### src/rtl/user_seq_pkg.sv
// rtl/user_seq_pkg.sv - shared types and constants for the user port sequencer
package user_seq_pkg;

   typedef enum logic [3:0] {
      IDLE,
      LOAD,
      RELEASE,
      RUN,
      FLUSH,
      DUMP_RD,
      DUMP_WAIT,
      DUMP_OUT,
      DONE
   } seq_state_t;

   localparam logic [31:0] NOP_WORD        = 32'h0000_0000;
   localparam int          USER_ADDR_W     = 13;
   localparam int          SEQ_CNT_W       = 32;
   localparam int          NOP_MASK_CYCLES = 3;

endpackage

### src/rtl/seq_sat_counter.sv
// rtl/seq_sat_counter.sv - up-counter with clear/enable that parks at its terminal value
module seq_sat_counter
   import user_seq_pkg::*;
(
   input  logic                 clk,
   input  logic                 rst,
   input  logic                 clr,
   input  logic                 en,
   input  logic [SEQ_CNT_W-1:0] terminal,
   output logic [SEQ_CNT_W-1:0] count,
   output logic                 tc
);

   always_ff @(posedge clk) begin
      if (rst || clr) begin
         count <= '0;
      end else if (en && (count != terminal)) begin
         count <= count + SEQ_CNT_W'(1);
      end
   end

   assign tc = (count == terminal);

endmodule

### src/rtl/user_port_sequencer.sv
// rtl/user_port_sequencer.sv - loads memory, runs the CPU until NOP, flushes, then dumps memory
module user_port_sequencer
   import user_seq_pkg::*;
#(
   parameter int          LOAD_WORDS     = 20,
   parameter int          DUMP_WORDS     = 64,
   parameter int          FLUSH_CYCLES   = 1000,
   parameter int          RELEASE_CYCLES = 3,
   parameter logic [31:0] MAX_RUN        = 32'd1000000,
   parameter int          ADDR_W         = USER_ADDR_W
) (
   input  logic              clk,
   input  logic              rst,
   input  logic              start,
   input  logic              load_valid,
   output logic              load_ready,
   input  logic [31:0]       load_data,
   output logic              cpu_rst,
   input  logic [31:0]       instruction,
   output logic [ADDR_W-1:0] user_addr,
   output logic              user_we,
   output logic [31:0]       user_din,
   input  logic [31:0]       user_dout,
   output logic              dump_valid,
   input  logic              dump_ready,
   output logic [ADDR_W-1:0] dump_addr,
   output logic [31:0]       dump_data,
   output logic [31:0]       run_cycles,
   output logic              timeout,
   output logic              done
);

   if (LOAD_WORDS < 0 || LOAD_WORDS > (1 << ADDR_W) || DUMP_WORDS < 1 || DUMP_WORDS > (1 << ADDR_W))
   begin : g_param_check
      $error("user_port_sequencer: LOAD_WORDS/DUMP_WORDS out of range for ADDR_W");
   end

   localparam logic [ADDR_W-1:0] LAST_LOAD = ADDR_W'((LOAD_WORDS > 0) ? LOAD_WORDS - 1 : 0);
   localparam logic [ADDR_W-1:0] LAST_DUMP = ADDR_W'(DUMP_WORDS - 1);
   localparam logic [31:0]       FLUSH_TC  = (FLUSH_CYCLES > 0) ? 32'(FLUSH_CYCLES - 1) : 32'd0;

   seq_state_t        state, state_d;
   logic [ADDR_W-1:0] idx, idx_d;
   logic              load_ready_d, user_we_d, cpu_rst_d, dump_valid_d, timeout_d, done_d;
   logic [ADDR_W-1:0] user_addr_d, dump_addr_d;
   logic [31:0]       user_din_d, dump_data_d, run_cycles_d;

   logic [31:0] run_count, unused_rel_count, unused_flush_count;
   logic        rel_tc, run_tc, flush_tc;

   seq_sat_counter u_rel_cnt (
      .clk(clk), .rst(rst), .clr(state != RELEASE), .en(state == RELEASE),
      .terminal(32'(RELEASE_CYCLES)), .count(unused_rel_count), .tc(rel_tc)
   );

   seq_sat_counter u_run_cnt (
      .clk(clk), .rst(rst), .clr(state != RUN), .en(state == RUN),
      .terminal(MAX_RUN), .count(run_count), .tc(run_tc)
   );

   seq_sat_counter u_flush_cnt (
      .clk(clk), .rst(rst), .clr(state != FLUSH), .en(state == FLUSH),
      .terminal(FLUSH_TC), .count(unused_flush_count), .tc(flush_tc)
   );

   always_ff @(posedge clk) begin
      if (rst) begin
         state      <= IDLE;
         idx        <= '0;
         load_ready <= 1'b0;
         user_we    <= 1'b0;
         user_addr  <= '0;
         user_din   <= '0;
         cpu_rst    <= 1'b1;
         dump_valid <= 1'b0;
         dump_addr  <= '0;
         dump_data  <= '0;
         run_cycles <= '0;
         timeout    <= 1'b0;
         done       <= 1'b0;
      end else begin
         state      <= state_d;
         idx        <= idx_d;
         load_ready <= load_ready_d;
         user_we    <= user_we_d;
         user_addr  <= user_addr_d;
         user_din   <= user_din_d;
         cpu_rst    <= cpu_rst_d;
         dump_valid <= dump_valid_d;
         dump_addr  <= dump_addr_d;
         dump_data  <= dump_data_d;
         run_cycles <= run_cycles_d;
         timeout    <= timeout_d;
         done       <= done_d;
      end
   end

   always_comb begin
      state_d      = state;
      idx_d        = idx;
      load_ready_d = 1'b0;
      user_we_d    = 1'b0;
      user_addr_d  = user_addr;
      user_din_d   = user_din;
      cpu_rst_d    = cpu_rst;
      dump_valid_d = dump_valid;
      dump_addr_d  = dump_addr;
      dump_data_d  = dump_data;
      run_cycles_d = run_cycles;
      timeout_d    = timeout;
      done_d       = done;
      case (state)
         IDLE, DONE: begin
            if (start) begin
               done_d       = 1'b0;
               timeout_d    = 1'b0;
               run_cycles_d = '0;
               idx_d        = '0;
               cpu_rst_d    = 1'b1;
               if (LOAD_WORDS == 0) begin
                  state_d = RELEASE;
               end else begin
                  state_d      = LOAD;
                  load_ready_d = 1'b1;
               end
            end
         end
         LOAD: begin
            load_ready_d = 1'b1;
            if (load_valid && load_ready) begin
               user_we_d   = 1'b1;
               user_addr_d = idx;
               user_din_d  = load_data;
               if (idx == LAST_LOAD) begin
                  load_ready_d = 1'b0;
                  state_d      = RELEASE;
               end else begin
                  idx_d = idx + ADDR_W'(1);
               end
            end
         end
         RELEASE: begin
            if (rel_tc) begin
               cpu_rst_d = 1'b0;
               state_d   = RUN;
            end
         end
         RUN: begin
            // The pipeline shows stale zero instructions right after reset release.
            if (run_tc) begin
               timeout_d    = 1'b1;
               run_cycles_d = run_count;
               state_d      = FLUSH;
            end else if (run_count >= 32'(NOP_MASK_CYCLES) && instruction == NOP_WORD) begin
               run_cycles_d = run_count;
               state_d      = FLUSH;
            end
         end
         FLUSH: begin
            if (flush_tc) begin
               idx_d       = '0;
               user_addr_d = '0;
               state_d     = DUMP_RD;
            end
         end
         DUMP_RD: state_d = DUMP_WAIT;
         DUMP_WAIT: begin
            dump_data_d  = user_dout;
            dump_addr_d  = idx;
            dump_valid_d = 1'b1;
            state_d      = DUMP_OUT;
         end
         DUMP_OUT: begin
            if (dump_ready) begin
               dump_valid_d = 1'b0;
               if (idx == LAST_DUMP) begin
                  done_d    = 1'b1;
                  cpu_rst_d = 1'b1;
                  state_d   = DONE;
               end else begin
                  idx_d       = idx + ADDR_W'(1);
                  user_addr_d = idx + ADDR_W'(1);
                  state_d     = DUMP_RD;
               end
            end
         end
         default: state_d = IDLE;
      endcase
   end

endmodule

### config.mk
export PLATFORM = sky130hd
export DESIGN_NAME = user_port_sequencer
export DESIGN_NICKNAME = d
export VERILOG_FILES = /design/src/rtl/user_seq_pkg.sv /design/src/rtl/seq_sat_counter.sv /design/src/rtl/user_port_sequencer.sv
export SDC_FILE = /design/constraint.sdc
export NUM_CORES = 1
export LEC_CHECK = 0
export ABC_AREA = 1
export CAP_MARGIN = 20
export CORE_ASPECT_RATIO = 0.8
export CORE_MARGIN = 5
export CORE_UTILIZATION = 50
export DETAILED_ROUTE_END_ITERATION = 8
export PLACE_DENSITY = 0.77
export SYNTH_ARGS = -nofsm -noshare
export SYNTH_HDL_FRONTEND = slang
export SYNTH_SLANG_ARGS = --single-unit
### constraint.sdc
create_clock -name clk -period 2.2 [get_ports clk]
set_input_delay 0.44 -clock clk [delete_from_list [all_inputs] [get_ports clk]]
set_output_delay 0.44 -clock clk [all_outputs]
set_load 0.01 [all_outputs]
Word level (Yosys, flattened, before mapping)
Cells that the tools add are included.

word-level totals
  flip-flop bits (word level) = 241
  bits in latches = 0
  bits in writable memories = 0
  ROM bits = 0
  input bits = 101
  memories kept = 0

cells by class
  add/sub/neg operators = 4
  multiply operators = 0
  divide/modulo/power cells = 0
  order comparisons = 1
  equality and inequality tests = 30
  shifts and indexed selects = 0
  muxes and demuxes = 39
  bitwise logic cells = 1
  reductions and logical operators = 27

operator list
  cell                     count
  $add A32 B1 Y32 const B  3
  $mux W32                 3
  $mux W13                 7
  $pmux W32 S2             1
  $pmux W13 S4             1
  $pmux W13 S3             1
  $mux W4                  9
  $eq A32 B10 Y1 const B   1
  $eq A32 B2 Y1 const B    1
  $eq A32 B20 Y1 const B   1
  $ge A32 B2 Y1 const B    1
  $logic_not A32 Y1        1
  $ne A32 B10 Y1 const B   1
  $ne A32 B2 Y1 const B    1
  $ne A32 B20 Y1 const B   1
  $pmux W4 S8              1
  $ne A2 B2 Y1 const B     10
  $eq A4 B3 Y1 const B     4
  $reduce_and A7 Y1        2
  $add A13 B1 Y13 const B  1
  $eq A13 B5 Y1 const B    1
  $eq A13 B6 Y1 const B    1
  $mux W1                  11
  $reduce_and A5 Y1        2
  19 further kinds         36

Logic depth before layout (Yosys ltp)
Gate-level depths: netlist of the first run.

  depth after elaboration = 5
  mapped depth = 14

Cells and area by module
A second synthesis of the first run with hierarchy kept.

second synthesis, totals
  cell total of the unflattened synthesis = 2,082
  area, all modules = 13,195.2 µm²

modules (own cells, without submodules)
  module               times used  cells each  area each (µm²)  seq. area each (µm²)
  seq_sat_counter      3           402         2,358.5          640.6
  user_port_sequencer  1           876         6,119.6          2,902.8

Least setup slack after synthesis of the first run
OpenSTA, ideal clock, no wires.

  path type = register to register
  start point = register u_flush_cnt.count[0]
  end point = register user_addr[7]
  setup time = 113 ps
  arrival time = 1,606 ps
  required time = 2,087 ps
  slack = 481 ps
  cell stages (with the launch flop) = 14
  period minus slack after synthesis = 1,719 ps
  cell sequence = dfxtp_1 ha_1 inv_1 nor3_1 nand2_1 nor2_1 nand2_1 nand2_2 nand2_2 inv_8 nand2_4 buf_6 nor2_1 nor2_1

on the way
  longest elaborated chain between the ends = 3

ends and longest elaborated chain
  what                         RTL line                   RTL
  start, declared              seq_sat_counter.sv:10      output logic [SEQ_CNT_W-1:0] count,
  start signal, assigned       seq_sat_counter.sv:18      count <= count + SEQ_CNT_W'(1);
  $eq A32 B10 Y1               seq_sat_counter.sv:22      assign tc = (count == terminal);
  $ne A2 B2 Y1 (no line)       n/a
  $reduce_and A5 Y1 (no line)  n/a
  end signal, assigned         user_port_sequencer.sv:86  user_addr <= user_addr_d;
  end, declared                user_port_sequencer.sv:20  output logic [ADDR_W-1:0] user_addr,

Every way passes these cells.
A chain may end at the register's enable or synchronous reset.

Worst setup path after layout of the first run
  start point = register idx[0]
  end point = register idx[3]

on the way
  longest elaborated chain between the ends = 4
  elaborated cells on any way between the ends = 11
  classes of those cells = add/sub: 1; eq/ne: 4; mux: 5; reduce/logical: 1

ends and longest elaborated chain
  what                         RTL line                                                RTL
  start, declared              user_port_sequencer.sv:43                               logic [ADDR_W-1:0] idx, idx_d;
  start signal, assigned       user_port_sequencer.sv:83                               idx <= idx_d;
  $add A13 B1 Y13              user_port_sequencer.sv:138, user_port_sequencer.sv:181
  $mux W13 (on tied branches)  user_port_sequencer.sv:176, user_port_sequencer.sv:134
  $mux W13 (on tied branches)  user_port_sequencer.sv:174, user_port_sequencer.sv:130
  $pmux W13 S4                 user_port_sequencer.sv:112                              case (state)

Several ways; a longest one is shown, not always the timed one. The select of a mux whose other input is x is not followed.

==> flow_summary_export.csv, run 1 <==
group,metric,value,unit
sta,rsz0062_at_grt,"no",
global_routing,antenna_found_initial,0,
clock_network,clk_latency,530,ps
power_and_ir_drop,p_total,13.1,mW
route,drt-vias-per-instance,5.22,
layout,n_fill_cell,2096,
place,io_buffers,228,
route,wirelength,33.5,mm
clock_network,cts_inserted_buffers,25,
global_routing,grt_pass1_wl,55.1,mm
floorplanning,num_io_pins,229,
global_routing,grt_use_total,0.237,
power_and_ir_drop,p_leak,5.43,nW
synth,synth_top_family_by_area,"simple AND/OR/NAND/NOR gates",
route,drtAntennaViolNets,0,
route,firstDrtPassIters,5,
power_and_ir_drop,vdd_drop_max,0.751,mV
synth,synth_mux_area_frac,0,
floorplanning,rows,50,
place,place_congestion,0.964,
layout,multi_input_area,0.00621,mm²
sta,worst_slew_pin_slew,903,ps
sta,slew_headroom,0.396,
layout,fin_nets,2108,
floorplanning,start_util,0.507,
layout,register_area,0.00483,mm²
clock_network,cts_sinks,241,
worst_setup_path,crit_start,"idx[0]$_SDFFE_PP0P_",
clock_network,cts_tree,"done",
place,place_inst,2284,
route,wl_per_cell,14.3,µm
sta,setup_viol,0,
layout,drive_above_1_share,0.0782,
hold_path,min_from,"rst",
hold_path,hp-class,"primary input to register",
clock_network,clockRootBuffer,"clkbuf_16",
clock_network,clk_path_buf_depth,3,
clock_network,htree_levels,1,
synth,ys_seq_elements,241,
sta,final_hold_viol_count,0,
worst_setup_path,criticalPathCategory,"register to register",
global_routing,grt_pass1_vias,11200,
synth,synth.net_count,1875,
synth,synthCells,1769,
layout,final_area,0.0155,mm²
place,hpwlAfterDp,24.4,mm
clock_network,clkTransAtPathRegs,60,ps
global_routing,grt_max_degree,59,
flow_run,max-cap-violations,0,
synth,ys_warn_count,0,
synth,yosys.area_share.adder,0.00527,
worst_setup_path,critical_path.endpoint_type,"register",
floorplanning,chipHeight,148,µm
sta,finalCritPeriodShare,0.889,
worst_setup_path,crit_end,"idx[3]$_SDFFE_PP0P_",
synth,synth_area_leaders,"dfxtp_1, nand2_1, nor2_1",
synth,synth_top_area_frac,0.407,
worst_setup_path,worstPathArrival,2340,ps
synth,yosysTopAreaCell,"dfxtp_1",
floorplanning,dieArea,0.0269,mm²
worst_setup_path,r2r-start,"idx[0]$_SDFFE_PP0P_",
sta,finalCriticalPeriod,1960,ps
sta,tns,0,ps
route,vias,12200,
synth,synthXorXnorAreaFrac,0.0354,
synth,synth-compound-area-share,0.130,
floorplanning,die_w,182,µm
layout,area_growth,31.0,%
synth,netlist_area,0.0119,mm²
worst_setup_path,startpoint_type,"register",
layout,layout.cells.non_filler,2333,
route,drt_iter0_drc,1083,
layout,final_cell_mix,"nand2_1, nor2_1, dfxtp_1, clkdlybuf4s50_1, a21oi_1",
worst_setup_path,rrSetupSlack,240,ps
worst_setup_path,cp_max_fo,13,
synth,synth_area_per_cell,6.71,µm²
synth,ys_types,43,
worst_setup_path,cp_data_required_time,2580,ps
layout,final_common_cell,"nand2_1",
place,place_area,0.0146,mm²
synth,synth_seq_area_share,0.407,
floorplanning,core,0.0234,mm²
route,drc_errors,0,
sta,maxClockFrequency,511,MHz
global_routing,overflow,0,
worst_setup_path,r2r_cells,11,
synth,synth-simple-area-share,0.350,
sta,drv_slew,0,
worst_setup_path,r2r-end,"idx[3]$_SDFFE_PP0P_",
sta,whs,442,ps
clock_network,cts_hold_buf,0,
layout,diodes,0,
power_and_ir_drop,powerDensity,846,mW/mm²
run_status,status,"finished clean",
sta,skew,18.1,ps
-- Yosys cell counts, drive strengths merged --
master  number
nand4       31
xnor2       15
xor2        33
nand2      449
inv        128
o21ai       92
and3         2
ha           5
a21oi      184
nand3       87
nor3b        8
a21boi       1
or2          7
clkbuf      40
o21bai       1
buf         31
a31oi        2
dfxtp      241
clkinv       3
nor2       325
nand3b       6
nor4         1
o22ai       13
nor3        64
-- layer usage --
layer / wire length, µm / GRT usage / share of wire
met1: 15700 / 0.338 / 0.47
met3: 2080 / 0.0367 / 0.062
met4: 374 / 0.0424 / 0.011
met5: 0 / 0 / 0
met2: 15300 / 0.386 / 0.46
-- kinds of logic (layout without fill, tap and decap cells) --
kind of cell,count (synthesis),in the layout
buf+inv,202,454
compound gates,293,293
fa+ha+maj,5,5
simple gates,980,980
xor+xnor,48,48
flops,241,241
-- where the power goes --
group | leakage, nW | internal [mW] | total, mW | switching [mW]
sequential | 1.95 | 4.77 | 5.03 | 0.258
combinational | 3.05 | 1.59 | 3.68 | 2.09
clock | 0.430 | 2.70 | 4.43 | 1.73
total | 5.43 | 9.06 | 13.1 | 4.08
-- worst max-delay path, cell delays in order (launching register included) --
cell	delay (ps)
dfxtp_1	380
ha_2	240
nand3_1	140
nor2_1	150
nand2_1	130
nor2_1	110
nand4_1	170
nand3_2	160
nor2_4	60
buf_12	140
nand2_1	80
a21oi_2	60
-- registers in the layout (all words and copies together) (netlist names), 4 cells and up --
signal / cells
state: 4
run_cycles: 32
dump_addr: 13
user_din: 32
u_flush_cnt.count: 32
idx: 13
u_run_cnt.count: 32
u_rel_cnt.count: 32
dump_data: 32
user_addr: 13
-- repair_timing --
item | CTS | global route
gates resized for setup | 0 | 10
setup endpoints to repair | 0 | 39
setup buffers | 0 | 3
-- area by class of cell --
class,instances,area share
Inverter,131,0.0327
Sequential cell,241,0.311
Multi-Input combinational cell,1326,0.400
Clock inverter,13,0.0113
Tap cell,312,0.0251
Timing Repair Buffer,277,0.176
Clock buffer,33,0.0448
-- per-stage QoR --
stage / setup WS (ps) / util
global placement: 68.6 / 0.624
global route: 17.2 / 0.664
floorplan: 481 / -
CTS: 155 / 0.661
finish: 245 / 0.664
detailed placement: 19.5 / 0.624
-- worst min path at each step --
stage	endpoint	slack (ps)	depth (start not counted)
CTS	u_rel_cnt.count[22]$_SDFFE_PP0P_	420	5
floorplan	u_flush_cnt.count[31]$_SDFFE_PP0P_	440	2
finish	u_rel_cnt.count[22]$_SDFFE_PP0P_	440	5
global route	u_rel_cnt.count[6]$_SDFFE_PP0P_	460	5
global placement	user_din[20]$_SDFFE_PP0P_	450	2
detailed placement	user_din[23]$_SDFFE_PP0P_	450	2
No activity file was read; power rests on OpenSTA's default activity.
==> run 2, diff against run 1 <==
Settings changed: CORE_UTILIZATION 50 to 27, PLACE_DENSITY 0.77 to not set.
==> flow_summary_export.csv, run 2 (synthesized netlist as in run 1, its figures left out) <==
group,metric,value,unit
run_status,status,"finished clean",
worst_setup_path,cpPeakStageDelay,590,ps
sta,drv_slew,0,
floorplanning,rows,68,
sta,tns,0,ps
route,drc_errors,0,
worst_setup_path,criticalPathCategory,"register to output pin",
floorplanning,start_util,0.274,
layout,fin_nets,2113,
power_and_ir_drop,vdd_drop_max,0.552,mV
worst_setup_path,crit_chain,"clkdlybuf4s50_1",
global_routing,grt_use_total,0.143,
sta,whs,374,ps
worst_setup_path,cp_max_fo,2,
worst_setup_path,critPathBufInv,1,
worst_setup_path,crit_slowest_cell,"clkdlybuf4s50_1",
global_routing,grt_max_degree,59,
clock_network,clk_path_buf_depth,3,
place,place_congestion,0.966,
layout,diodes,0,
place,place_area,0.0149,mm²
sta,finalCritPeriodShare,0.912,
clock_network,clk_latency,560,ps
sta,finalCriticalPeriod,2010,ps
clock_network,cts_sinks,241,
route,wirelength,36.6,mm
floorplanning,die_w,244,µm
route,vias,12100,
flow_run,max-cap-violations,0,
route,drt-vias-per-instance,4.69,
sta,final_hold_viol_count,0,
clock_network,htree_levels,1,
global_routing,antenna_found_initial,0,
worst_setup_path,cp_top_family,"buffers and inverters",
clock_network,cts_inserted_buffers,28,
layout,n_fill_cell,4542,
worst_setup_path,path_depth,1,
worst_setup_path,cp_data_required_time,1760,ps
place,dp_slack,13.6,ps
power_and_ir_drop,p_leak,5.49,nW
global_routing,grt_pass1_wl,58.7,mm
clock_network,clkTransAtPathRegs,60,ps
layout,area_growth,34.8,%
route,drtAntennaViolNets,0,
sta,slew_headroom,0.400,
route,firstDrtPassIters,5,
sta,final.setup.worst_slack,194,ps
layout,post-route-util,0.369,
layout,final_cell_mix,"nand2_1, nor2_1, dfxtp_1, clkdlybuf4s50_1, a21oi_1",
sta,setup_viol,0,
power_and_ir_drop,powerDensity,849,mW/mm²
layout,multi_input_area,0.00622,mm²
clock_network,cts_hold_buf,0,
floorplanning,core,0.0433,mm²
sta,maxClockFrequency,498,MHz
route,wl_per_cell,14.1,µm
worst_setup_path,critical_path.endpoint_type,"output pin",
global_routing,overflow,0,
floorplanning,num_io_pins,229,
worst_setup_path,startpoint_type,"register",
layout,register_area,0.00483,mm²
sta,worst_slew_pin_slew,897,ps
route,drt_iter0_drc,899,
place,hpwlAfterDp,27.1,mm
place,io_buffers,228,
hold_path,hp-class,"primary input to register",
hold_path,hold_path_depth,3,
clock_network,cts_tree,"done",
layout,final_area,0.0160,mm²
floorplanning,chipHeight,197,µm
layout,final_common_cell,"nand2_1",
worst_setup_path,worstPathArrival,1570,ps
floorplanning,dieArea,0.0483,mm²
sta,skew,25.9,ps
global_routing,grt_pass1_vias,11200,
clock_network,clockRootBuffer,"clkbuf_16",
sta,rsz0062_at_grt,"no",
layout,drive_above_1_share,0.0818,
worst_setup_path,r2r_cells,11,
## run 2: cell types whose count changed in the layout (fill, tap and decap cells not counted), sizes merged
cell and delta:
clkinv +2, bufinv -1, clkinvlp +1, buf +2
clkbuf +4
## run 2: final timing paths
path / endpoint / startpoint / slack [ps]
max: timeout / timeout$_SDFFE_PP0P_ / 190
max reg2reg: u_run_cnt.count[25]$_SDFFE_PP0P_ / u_run_cnt.count[0]$_SDFFE_PP0P_ / 210
min reg2reg: user_din[24]$_SDFFE_PP0P_ / user_din[24]$_SDFFE_PP0P_ / 460
min: load_ready$_SDFF_PP0_ / rst / 370
## run 2: repair_timing
action,4_1_cts,5_1_grt
gates resized for setup,0,14
buffers inserted,0,3
hold endpoints to repair,0,0
setup endpoints to repair,0,54
## run 2: per-stage QoR
step	std cells	total power, mW
5_1_grt	2589	14.3
2_1_floorplan	1769	7.20
3_3_place_gp	2534	8.74
3_5_place_dp	2534	8.80
4_1_cts	2586	13.7
6_report	2589	13.6
## run 2: cell type report
cell class,count,area share
multi-input cells,1326,0.389
flip-flops and latches,241,0.302
repair buffers,279,0.173
clock buffers,37,0.0491
well taps,560,0.0438
inverters,131,0.0318
clock inverters,15,0.0111
## run 2: report_power, final
group	leakage (nW)	internal (mW)	switching, mW	total [mW]
clock network	0.472	2.87	1.94	4.82
logic	3.07	1.60	2.12	3.73
registers	1.95	4.77	0.264	5.04
total	5.49	9.25	4.33	13.6
## run 2: worst register-to-register path, delay by kind of cell, from the launching register on
kind	cells	cell delay (ps)
flops	1	410
simple gates	6	660
compound gates	2	300
buf+inv	2	310
fa+ha+maj	1	200
## run 2: layer usage
metal,vias up,track usage,share of wire
met1,5573,0.208,0.49
li1,6212,-,-
met2,309,0.224,0.43
met3,45,0.0260,0.059
met4,0,0.0280,0.017
met5,-,0,0
